$ cat src/rtl/vga_capture.sv
// vga_capture: sink side of a 12-bit VGA link. Samples RGB/HS/VS on PIX_EN,
// recovers line/frame position, checks timing against the expected
// parameters and reports lock. Captured active pixels come out one clock
// after the sampling edge with their active-area coordinates.
// Optional per-frame checksum of captured pixels is built only when the
// macro VGA_CAP_CHECKSUM_EN is defined; otherwise FRAME_SUM/SUM_VALID are 0.
module vga_capture #(
    parameter int HTOTAL      = 800,
    parameter int VTOTAL      = 525,
    parameter int HBLANK      = 144,
    parameter int VBLANK      = 35,
    parameter int HACTIVE     = 640,
    parameter int VACTIVE     = 480,
    parameter int LOCK_FRAMES = 2
) (
    input  logic        CLK,
    input  logic        RST,
    input  logic        PIX_EN,
    input  logic [3:0]  VGA_R,
    input  logic [3:0]  VGA_G,
    input  logic [3:0]  VGA_B,
    input  logic        VGA_HS,
    input  logic        VGA_VS,
    output logic [9:0]  PIX_X,
    output logic [9:0]  PIX_Y,
    output logic [11:0] PIX_RGB,
    output logic        PIX_VALID,
    output logic        FRAME_START,
    output logic        LOCKED,
    output logic [9:0]  LINE_LEN,
    output logic [9:0]  FRAME_LINES,
    output logic [31:0] FRAME_SUM,
    output logic        SUM_VALID
);

    // Widened constants so that count+1 and window ends never wrap.
    localparam logic [10:0] C_HTOTAL = 11'(HTOTAL);
    localparam logic [10:0] C_VTOTAL = 11'(VTOTAL);
    localparam logic [11:0] C_HSTART = 12'(HBLANK);
    localparam logic [11:0] C_HEND   = 12'(HBLANK + HACTIVE);
    localparam logic [11:0] C_VSTART = 12'(VBLANK);
    localparam logic [11:0] C_VEND   = 12'(VBLANK + VACTIVE);
    localparam logic [9:0]  C_HOFS   = 10'(HBLANK);
    localparam logic [9:0]  C_VOFS   = 10'(VBLANK);
    localparam logic [3:0]  C_LOCK   = 4'(LOCK_FRAMES);

    // Timing-tracker state
    logic        r_hs_prev;
    logic        r_vs_prev;
    logic [9:0]  r_hcnt;
    logic [9:0]  r_vcnt;
    logic        r_line_seen;
    logic        r_vs_pending;
    logic        r_frame_seen;
    logic        r_frame_bad;
    logic [3:0]  r_lock_cnt;
    logic        r_locked;

    // Registered outputs
    logic [9:0]  r_pix_x;
    logic [9:0]  r_pix_y;
    logic [11:0] r_pix_rgb;
    logic        r_pix_valid;
    logic        r_frame_start;
    logic [9:0]  r_line_len;
    logic [9:0]  r_frame_lines;

    // Decoded per-sample events
    logic        w_hs_fall;
    logic        w_vs_fall;
    logic [10:0] w_line_len;
    logic [10:0] w_frame_lines;
    logic        w_bad_line;
    logic        w_frame_hit;
    logic        w_good_frame;
    logic [9:0]  w_hcnt_next;
    logic [9:0]  w_vcnt_inc;
    logic [9:0]  w_vcnt_next;
    logic        w_vcnt_overrun;
    logic        w_h_active;
    logic        w_v_active;
    logic        w_pix_take;
    logic [11:0] w_rgb;
    logic [3:0]  w_lock_cnt_next;
    logic        w_locked_next;

    assign w_rgb       = {VGA_R, VGA_G, VGA_B};
    assign w_hs_fall   = PIX_EN && !VGA_HS && r_hs_prev;
    assign w_vs_fall   = PIX_EN && !VGA_VS && r_vs_prev;

    // Length of the line ending at this HS fall; only meaningful once a
    // full line start has been observed.
    assign w_line_len  = {1'b0, r_hcnt} + 11'd1;
    assign w_bad_line  = w_hs_fall && r_line_seen && (w_line_len != C_HTOTAL);

    // A pending (or simultaneous) VS fall turns the next HS fall into line 0.
    assign w_frame_hit   = w_hs_fall && (r_vs_pending || w_vs_fall);
    assign w_frame_lines = {1'b0, r_vcnt} + 11'd1;
    // The bad-line test on this very edge belongs to the frame now ending.
    assign w_good_frame  = r_frame_seen && !r_frame_bad && !w_bad_line &&
                           (w_frame_lines == C_VTOTAL);

    assign w_hcnt_next = w_hs_fall ? 10'd0 :
                         (r_hcnt == 10'h3FF) ? r_hcnt : r_hcnt + 10'd1;
    assign w_vcnt_inc  = (r_vcnt == 10'h3FF) ? r_vcnt : r_vcnt + 10'd1;
    assign w_vcnt_next = w_frame_hit ? 10'd0 :
                         w_hs_fall   ? w_vcnt_inc : r_vcnt;

    // Frame ran past its expected height with no VS in sight.
    assign w_vcnt_overrun = w_hs_fall && !w_frame_hit &&
                            ({1'b0, w_vcnt_next} == C_VTOTAL);

    // Active window is judged on the counter values given to this sample.
    assign w_h_active = ({2'b00, w_hcnt_next} >= C_HSTART) &&
                        ({2'b00, w_hcnt_next} <  C_HEND);
    assign w_v_active = ({2'b00, w_vcnt_next} >= C_VSTART) &&
                        ({2'b00, w_vcnt_next} <  C_VEND);
    assign w_pix_take = PIX_EN && w_h_active && w_v_active && r_locked;

    // Next lock counter: frame boundaries build it up, timing errors zero it.
    always_comb begin
        w_lock_cnt_next = r_lock_cnt;
        if (w_frame_hit) begin
            if (w_good_frame) begin
                w_lock_cnt_next = (r_lock_cnt == 4'hF) ? r_lock_cnt
                                                       : r_lock_cnt + 4'd1;
            end else begin
                w_lock_cnt_next = 4'd0;
            end
        end
        if (w_bad_line || w_vcnt_overrun) begin
            w_lock_cnt_next = 4'd0;
        end
    end

    assign w_locked_next = (w_lock_cnt_next >= C_LOCK);

    // Line/frame position and timing measurement.
    always_ff @(posedge CLK) begin
        if (RST) begin
            r_hs_prev     <= 1'b0;
            r_vs_prev     <= 1'b0;
            r_hcnt        <= 10'd0;
            r_vcnt        <= 10'd0;
            r_line_seen   <= 1'b0;
            r_vs_pending  <= 1'b0;
            r_frame_seen  <= 1'b0;
            r_frame_bad   <= 1'b0;
            r_frame_start <= 1'b0;
            r_line_len    <= 10'd0;
            r_frame_lines <= 10'd0;
        end else begin
            r_frame_start <= 1'b0;
            if (PIX_EN) begin
                r_hs_prev <= VGA_HS;
                r_vs_prev <= VGA_VS;
                r_hcnt    <= w_hcnt_next;
                r_vcnt    <= w_vcnt_next;
                if (w_hs_fall) begin
                    r_line_seen <= 1'b1;
                    if (r_line_seen) begin
                        r_line_len <= w_line_len[9:0];
                    end
                end
                if (w_frame_hit) begin
                    r_vs_pending  <= 1'b0;
                    r_frame_seen  <= 1'b1;
                    r_frame_bad   <= 1'b0;
                    r_frame_start <= 1'b1;
                    if (r_frame_seen) begin
                        r_frame_lines <= w_frame_lines[9:0];
                    end
                end else begin
                    if (w_vs_fall) begin
                        r_vs_pending <= 1'b1;
                    end
                    if (w_bad_line) begin
                        r_frame_bad <= 1'b1;
                    end
                end
            end
        end
    end

    // Lock counter and registered lock flag.
    always_ff @(posedge CLK) begin
        if (RST) begin
            r_lock_cnt <= 4'd0;
            r_locked   <= 1'b0;
        end else begin
            r_lock_cnt <= w_lock_cnt_next;
            r_locked   <= w_locked_next;
        end
    end

    // Pixel capture: pulse valid and update coordinates for locked active samples.
    always_ff @(posedge CLK) begin
        if (RST) begin
            r_pix_x     <= 10'd0;
            r_pix_y     <= 10'd0;
            r_pix_rgb   <= 12'd0;
            r_pix_valid <= 1'b0;
        end else begin
            r_pix_valid <= w_pix_take;
            if (w_pix_take) begin
                r_pix_x   <= w_hcnt_next - C_HOFS;
                r_pix_y   <= w_vcnt_next - C_VOFS;
                r_pix_rgb <= w_rgb;
            end
        end
    end

`ifdef VGA_CAP_CHECKSUM_EN
    logic [31:0] r_acc;
    logic [31:0] r_frame_sum;
    logic        r_sum_valid;
    logic        r_sum_ok;

    // Per-frame checksum; published only for good frames locked end to end.
    always_ff @(posedge CLK) begin
        if (RST) begin
            r_acc       <= 32'd0;
            r_frame_sum <= 32'd0;
            r_sum_valid <= 1'b0;
            r_sum_ok    <= 1'b0;
        end else begin
            r_sum_valid <= 1'b0;
            if (PIX_EN) begin
                if (w_frame_hit) begin
                    if (w_good_frame && r_sum_ok) begin
                        r_frame_sum <= r_acc;
                        r_sum_valid <= 1'b1;
                    end
                    r_acc    <= w_pix_take ? {20'd0, w_rgb} : 32'd0;
                    r_sum_ok <= w_locked_next;
                end else begin
                    if (w_pix_take) begin
                        r_acc <= r_acc + {20'd0, w_rgb};
                    end
                    if (!w_locked_next) begin
                        r_sum_ok <= 1'b0;
                    end
                end
            end
        end
    end

    assign FRAME_SUM = r_frame_sum;
    assign SUM_VALID = r_sum_valid;
`else
    assign FRAME_SUM = 32'd0;
    assign SUM_VALID = 1'b0;
`endif

    assign PIX_X       = r_pix_x;
    assign PIX_Y       = r_pix_y;
    assign PIX_RGB     = r_pix_rgb;
    assign PIX_VALID   = r_pix_valid;
    assign FRAME_START = r_frame_start;
    assign LOCKED      = r_locked;
    assign LINE_LEN    = r_line_len;
    assign FRAME_LINES = r_frame_lines;

endmodule

$ cat config.mk
export PLATFORM = sky130hd
export DESIGN_NAME = vga_capture
export DESIGN_NICKNAME = d
export VERILOG_FILES = /design/src/rtl/vga_capture.sv
export SDC_FILE = /design/constraint.sdc
export NUM_CORES = 1
export LEC_CHECK = 0
export ABC_AREA = 1
export CAP_MARGIN = 20
export CORE_MARGIN = 3
export CORE_UTILIZATION = 56
export CTS_BUF_LIST = sky130_fd_sc_hd__clkbuf_4
export CTS_CLUSTER_DIAMETER = 80
export DETAILED_ROUTE_END_ITERATION = 10
export PLACE_DENSITY = 0.88
export SYNTH_ARGS = -nofsm -noshare
export SYNTH_HDL_FRONTEND = slang
export SYNTH_SLANG_ARGS = --single-unit
$ cat constraint.sdc
create_clock -name CLK -period 5.1 [get_ports CLK]
set_input_delay 0.51 -clock CLK [delete_from_list [all_inputs] [get_ports CLK]]
set_output_delay 0.51 -clock CLK [all_outputs]
set_load 0.005 [all_outputs]
==> results.toml, run 1 <==
[clock_tree]
ctsHoldBuffers = 0
htree_levels = 3
root_buffer = "clkbuf_4"
cts_resized = 0
path_clk_slew_ps = 140
clock_path_buffers = 2
clk_latency_ps = 440
cts_sinks = 85
cts_tree = "yes"
cts_made_buffers = 9
cts_setup_buffers = 0

[run_status]
status = "complete, no violations"

[cells_and_area]
drive_above_1_share = 0.0651
area_growth_pct = 15.2
final_nets = 773
final_cell_mix = "179 x nand2_1, 114 x nor2_1, 85 x dfxtp_1"
layout_commonest_cell = "nand2_1"
nFillCells = 717
diodes = 0
design_area_sq_mm = 0.00534

[worst_setup_path]
crit_type = "reg -> reg"
crit_chain = "ha_1 -> nand2_1 -> nor2_1 -> nand3b_2 -> inv_1 -> o21ai_0 -> ha_1 -> nand2_1 -> nand2_1 -> nand2_1 -> nor2_1 -> o21ai_1 -> nand2_2 -> nor2_8 -> inv_1 -> nor2_1 -> nor2_1"
critPathLaunch = "r_hcnt[0]"
crit-reg2reg-launch = "r_hcnt[0]"
endpoint_kind = "flip-flop"
rrSetupSlack_ps = 1480
crit_arrival_ps = 3970
required_ps = 5460
slowest_stage = "nor2_8"
slowest_delay_ps = 560
critPathLaunchType = "flip-flop"
crit_fanout = 61

[floorplan]
start_util = 0.587
core_area_sq_mm = 0.00789
die_area_sq_mm = 0.00940
die_width_microns = 97.0
io_pins = 105
die_h_microns = 97.0
placementRows = 32

[synth]
ys_warn_count = 0
ys_ff_latch = 85
syn-mean-instance-area_sq_um = 6.73
yosysUniqueCellTypes = 37
async_reset_ff_frac = 0
yosysSeqAreaShare = 0.367
syn_area_sq_mm = 0.00463
synthCells = 688
synth_flop_cell = "dfxtp_1"
synth-edff-count = 0

[detailed_routing]
drtIter0Drc = 279
dr_wl_met3_microns = 713
ant_nets = 0
num_vias = 4322
avgRoutedWirePerCell_microns = 12.4
dr.pass1.iters = 5
met1_length_mm = 4.84
top_layer = "met4"
wl_mm = 10.6
drc = 0
wl_met2_mm = 4.86
via_per_inst = 5.05

[global_route]
grt_max_degree = 62
grt_pass1_vias = 3906
antenna_found_initial = 0
grt_pass1_wl_mm = 18.1
overflow = 0
track_usage = 0.227

[sta]
period_minus_slack_ps = 3620
slew_viol_final = 0
max_slew_margin = 0.330
period_share = 0.709
setup_violations = 0
fin_tns_setup_ps = 0
hold_violations = 0
max_freq_ghz = 0.277
skew_ps = 18.9
worst_pin_slew_ps = 1000
rsz0062_at_grt = "no"

[place]
dp_hpwl_mm = 7.78
place_area_sq_mm = 0.00522
portBuffers = 71
place.gp.congestion = 0.907

[min_path]
hold_class = "reg -> reg"
hp-start = "r_line_seen"

[power]
power_density_mw_per_mm2 = 219
ir_worst_vdd_uv = 123
p_leak_nw = 2.47

[flow_run]
maxCapViolCount = 0
stage by stage:
stage / cells / hold WS (ps) / worst slack (ps) / total power, mW / util
floorplan: 720 / 436 / 2490 / 0.820 / -
global placement: 839 / 445 / 1330 / 0.840 / 0.662
detailed placement: 839 / 456 / 1160 / 0.842 / 0.662
CTS: 855 / 475 / 1530 / 1.17 / 0.677
global route: 855 / 501 / 1100 / 1.22 / 0.677
finish: 855 / 472 / 1480 / 1.17 / 0.677
synthesized netlist by cell type (4+ instances only):
cell type / n / area share
a21oi_1: 30 / 0.032
buf_4: 34 / 0.055
buf_6: 7 / 0.017
clkbuf_1: 12 / 0.0097
dfxtp_1: 85 / 0.37
ha_1: 8 / 0.022
inv_1: 72 / 0.058
inv_2: 6 / 0.0049
nand2_1: 179 / 0.15
nand2_2: 7 / 0.0095
nand3_1: 25 / 0.027
nand3_2: 4 / 0.0086
nand3b_1: 4 / 0.0065
nand4_1: 6 / 0.0081
nor2_1: 114 / 0.092
nor2_2: 4 / 0.0054
nor3_1: 4 / 0.0043
o211ai_1: 4 / 0.0065
o21ai_0: 43 / 0.046
xnor2_1: 4 / 0.0076
xor2_1: 8 / 0.015
final timing paths:
check           endpoint  depth (start not counted)
max             PIX_Y[8]                         17
min          r_line_seen                          2
max reg2reg     PIX_Y[8]                         17
min reg2reg  r_line_seen                          2
power by group:
part	leakage [nW]	switching (mW)	internal, mW
clock network	0.0558	0.236	0.100
registers	0.688	0.0112	0.674
logic	1.73	0.0943	0.0514
layout make-up:
type	count	area, sq um	share of cell area
tap	102	128	0.0239
multi-input combinational	500	2360	0.443
timing repair buffer	74	733	0.137
inverter	78	293	0.0548
clock buffer	9	67.6	0.0127
sequential	85	1700	0.319
clock inverter	7	52.6	0.00984
per-layer routing:
| metal | vias up | global-route usage |
|---|---|---|
| li1 | 2203 | - |
| met3 | 19 | 0.0332 |
| met4 | 0 | 0.0896 |
| met2 | 170 | 0.367 |
| met1 | 1930 | 0.306 |
| met5 | - | 0 |
logic make-up (layout without fill, tap and decap cells):
kind of cell,Yosys count,in the layout,synth area share
xor gates and xnor gates,12,12,0.0227
buffers and inverters,135,168,0.149
DFF,85,85,0.367
AOI/OAI and AO/OA,90,90,0.104
adders and majority gates,8,8,0.0216
other,1,33,0.000809
and+or+nand+nor,357,357,0.335
critical path, delay by kind of cell (launching register included):
kind | cells | cell delay [ps]
adders and majority gates | 2 | 550
DFF | 1 | 490
and+or+nand+nor | 11 | 1730
AOI/OAI and AO/OA | 2 | 370
buffers and inverters | 2 | 380
sequential cells by signal (all words and copies together), names as in the netlist, 4 cells and up:
name / cells
PIX_Y: 10
LINE_LEN: 10
FRAME_LINES: 10
r_lock_cnt: 4
PIX_RGB: 12
r_hcnt: 10
PIX_X: 10
r_vcnt: 10
Note: power is estimated with default switching activity, not from simulation.
==> run 2: changes to the inputs <==
Settings changed: CORE_UTILIZATION 56 to 52, PLACE_DENSITY 0.88 to 0.82.
Clock period 5.1 ns to 3.35 ns, I/O delays scaled along.
==> run 2 against run 1 <==
Worst setup slack worse by 1200 ps; critical endpoint is now PIX_X[0]; count of clock-buffer cells in the layout is the same; sequential share of layout area is 0.81 points lower; global-route usage decreased by 1.9 points; largest cell class unchanged; largest power group unchanged.
==> results.toml, run 2 (synthesis results as in run 1) <==
[worst_setup_path]
critPathLaunchType = "flip-flop"
required_ps = 3680
crit_arrival_ps = 3400
rrSetupSlack_ps = 280
endpoint_kind = "flip-flop"
crit_fanout = 20
crit_type = "reg -> reg"

[cells_and_area]
final_nets = 778
largest_register_ffs = 12
diodes = 0
area_growth_pct = 18.2
instances_no_fill = 863
nFillCells = 776
final_cell_mix = "179 x nand2_1, 113 x nor2_1, 85 x dfxtp_1"
drive_above_1_share = 0.0739
fin_util = 0.650
layout_commonest_cell = "nand2_1"

[global_route]
overflow = 0
track_usage = 0.208
grt_pass1_wl_mm = 17.3
grt_max_degree = 56
grt_pass1_vias = 3913
antenna_found_initial = 0

[place]
place.gp.congestion = 0.919
dp.cells = 847
dp_hpwl_mm = 7.86
portBuffers = 71

[sta]
slew_viol_final = 0
holdWs_ps = 476
hold_violations = 0
setup_violations = 0
max_slew_margin = 0.552
rsz0062_at_grt = "no"
worst_pin_slew_ps = 670
fin_tns_setup_ps = 0
skew_ps = 10.8
max_freq_ghz = 0.326
period_minus_slack_ps = 3070
period_share = 0.917

[floorplan]
core_area_sq_mm = 0.00842
die_width_microns = 100
die_area_sq_mm = 0.0101
placementRows = 33
io_pins = 105
die_h_microns = 100
start_util = 0.550

[detailed_routing]
drc = 0
ant_nets = 0
drtIter0Drc = 285
wl_mm = 10.5
dr.pass1.iters = 5
via_per_inst = 4.96
num_vias = 4278
avgRoutedWirePerCell_microns = 12.2

[clock_tree]
cts_tree = "yes"
clock_path_buffers = 2
ctsHoldBuffers = 0
path_clk_slew_ps = 130
cts_sinks = 85
cts_made_buffers = 9
clk_latency_ps = 420
htree_levels = 3
root_buffer = "clkbuf_4"

[power]
ir_worst_vdd_uv = 223
power_density_mw_per_mm2 = 366
p_leak_nw = 2.54

[min_path]
hold_class = "reg -> reg"

[flow_run]
maxCapViolCount = 0

[run_status]
status = "complete, no violations"
[run 2: changes by cell type in the layout (fill, tap and decap cells not counted), sizes merged]
cell,before,now
clkinvlp,3,2
bufinv,0,3
buf,3,8
clkinv,4,1
inv,78,79
[run 2: power by group]
group          switching (mW)  internal [mW]
clock                   0.356          0.381
combinational           0.143         0.0808
sequential             0.0178           1.03
[run 2: cell type report]
class	count	area, sq um	share of cell area
inverters	78	293	0.0534
flip-flops and latches	85	1700	0.311
well taps	105	131	0.0240
multi-input cells	500	2370	0.432
clock inverters	7	123	0.0224
repair buffers	79	796	0.145
clock buffers	9	67.6	0.0123
[run 2: path summary, 6_finish.rpt]
path	endpoint	cells after the start	from
max	PIX_X[0]	20	r_vcnt[0]
min	r_line_seen	2	r_line_seen
max reg2reg	PIX_X[0]	20	r_vcnt[0]
min reg2reg	r_line_seen	2	r_line_seen
[run 2: metal layers]
metal	GRT usage	up-vias	wire length [microns]
met1	0.279	1910	4940
met4	0.0777	0	143
met3	0.0396	13	719
met5	0	-	0
met2	0.333	147	4700
li1	-	2208	-
[run 2: what timing repair did]
item / 4_1_cts / 5_1_grt
gates resized for setup: 0 / 1
setup buffers: 0 / 0
endpoints found under the setup margin: 0 / 3
[run 2: critical path, stage by stage (launching register included)]
cell	delay [ps]
dfxtp_1	490
ha_1	260
nand2_1	100
nor2_4	170
nand3_4	130
nand2_4	130
inv_2	80
nand2_1	60
nand2_1	60
nor2_1	240
ha_1	250
inv_1	90
nand2_1	90
o21ai_2	90
nand3_1	100
nand2_2	100
nor2_8	110
buf_4	220
nand2_1	80
nand2_1	80
nor2_1	40
[run 2: metrics by stage]
step / worst slack (ps) / power, mW / cell area, sq um
after floorplan: 742 / 1.25 / 4750
after global placement: 363 / 1.28 / 5290
after detailed placement: 213 / 1.29 / 5290
after CTS: 304 / 2.02 / 5480
after global routing: 11.2 / 2.09 / 5480
final: 279 / 2.01 / 5480
==> run 3: changes to the inputs <==
Settings changed: CTS_CLUSTER_DIAMETER 80 to default.
==> results of run 3 <==
Final layout, timing and power as in run 2 (identical DEF).
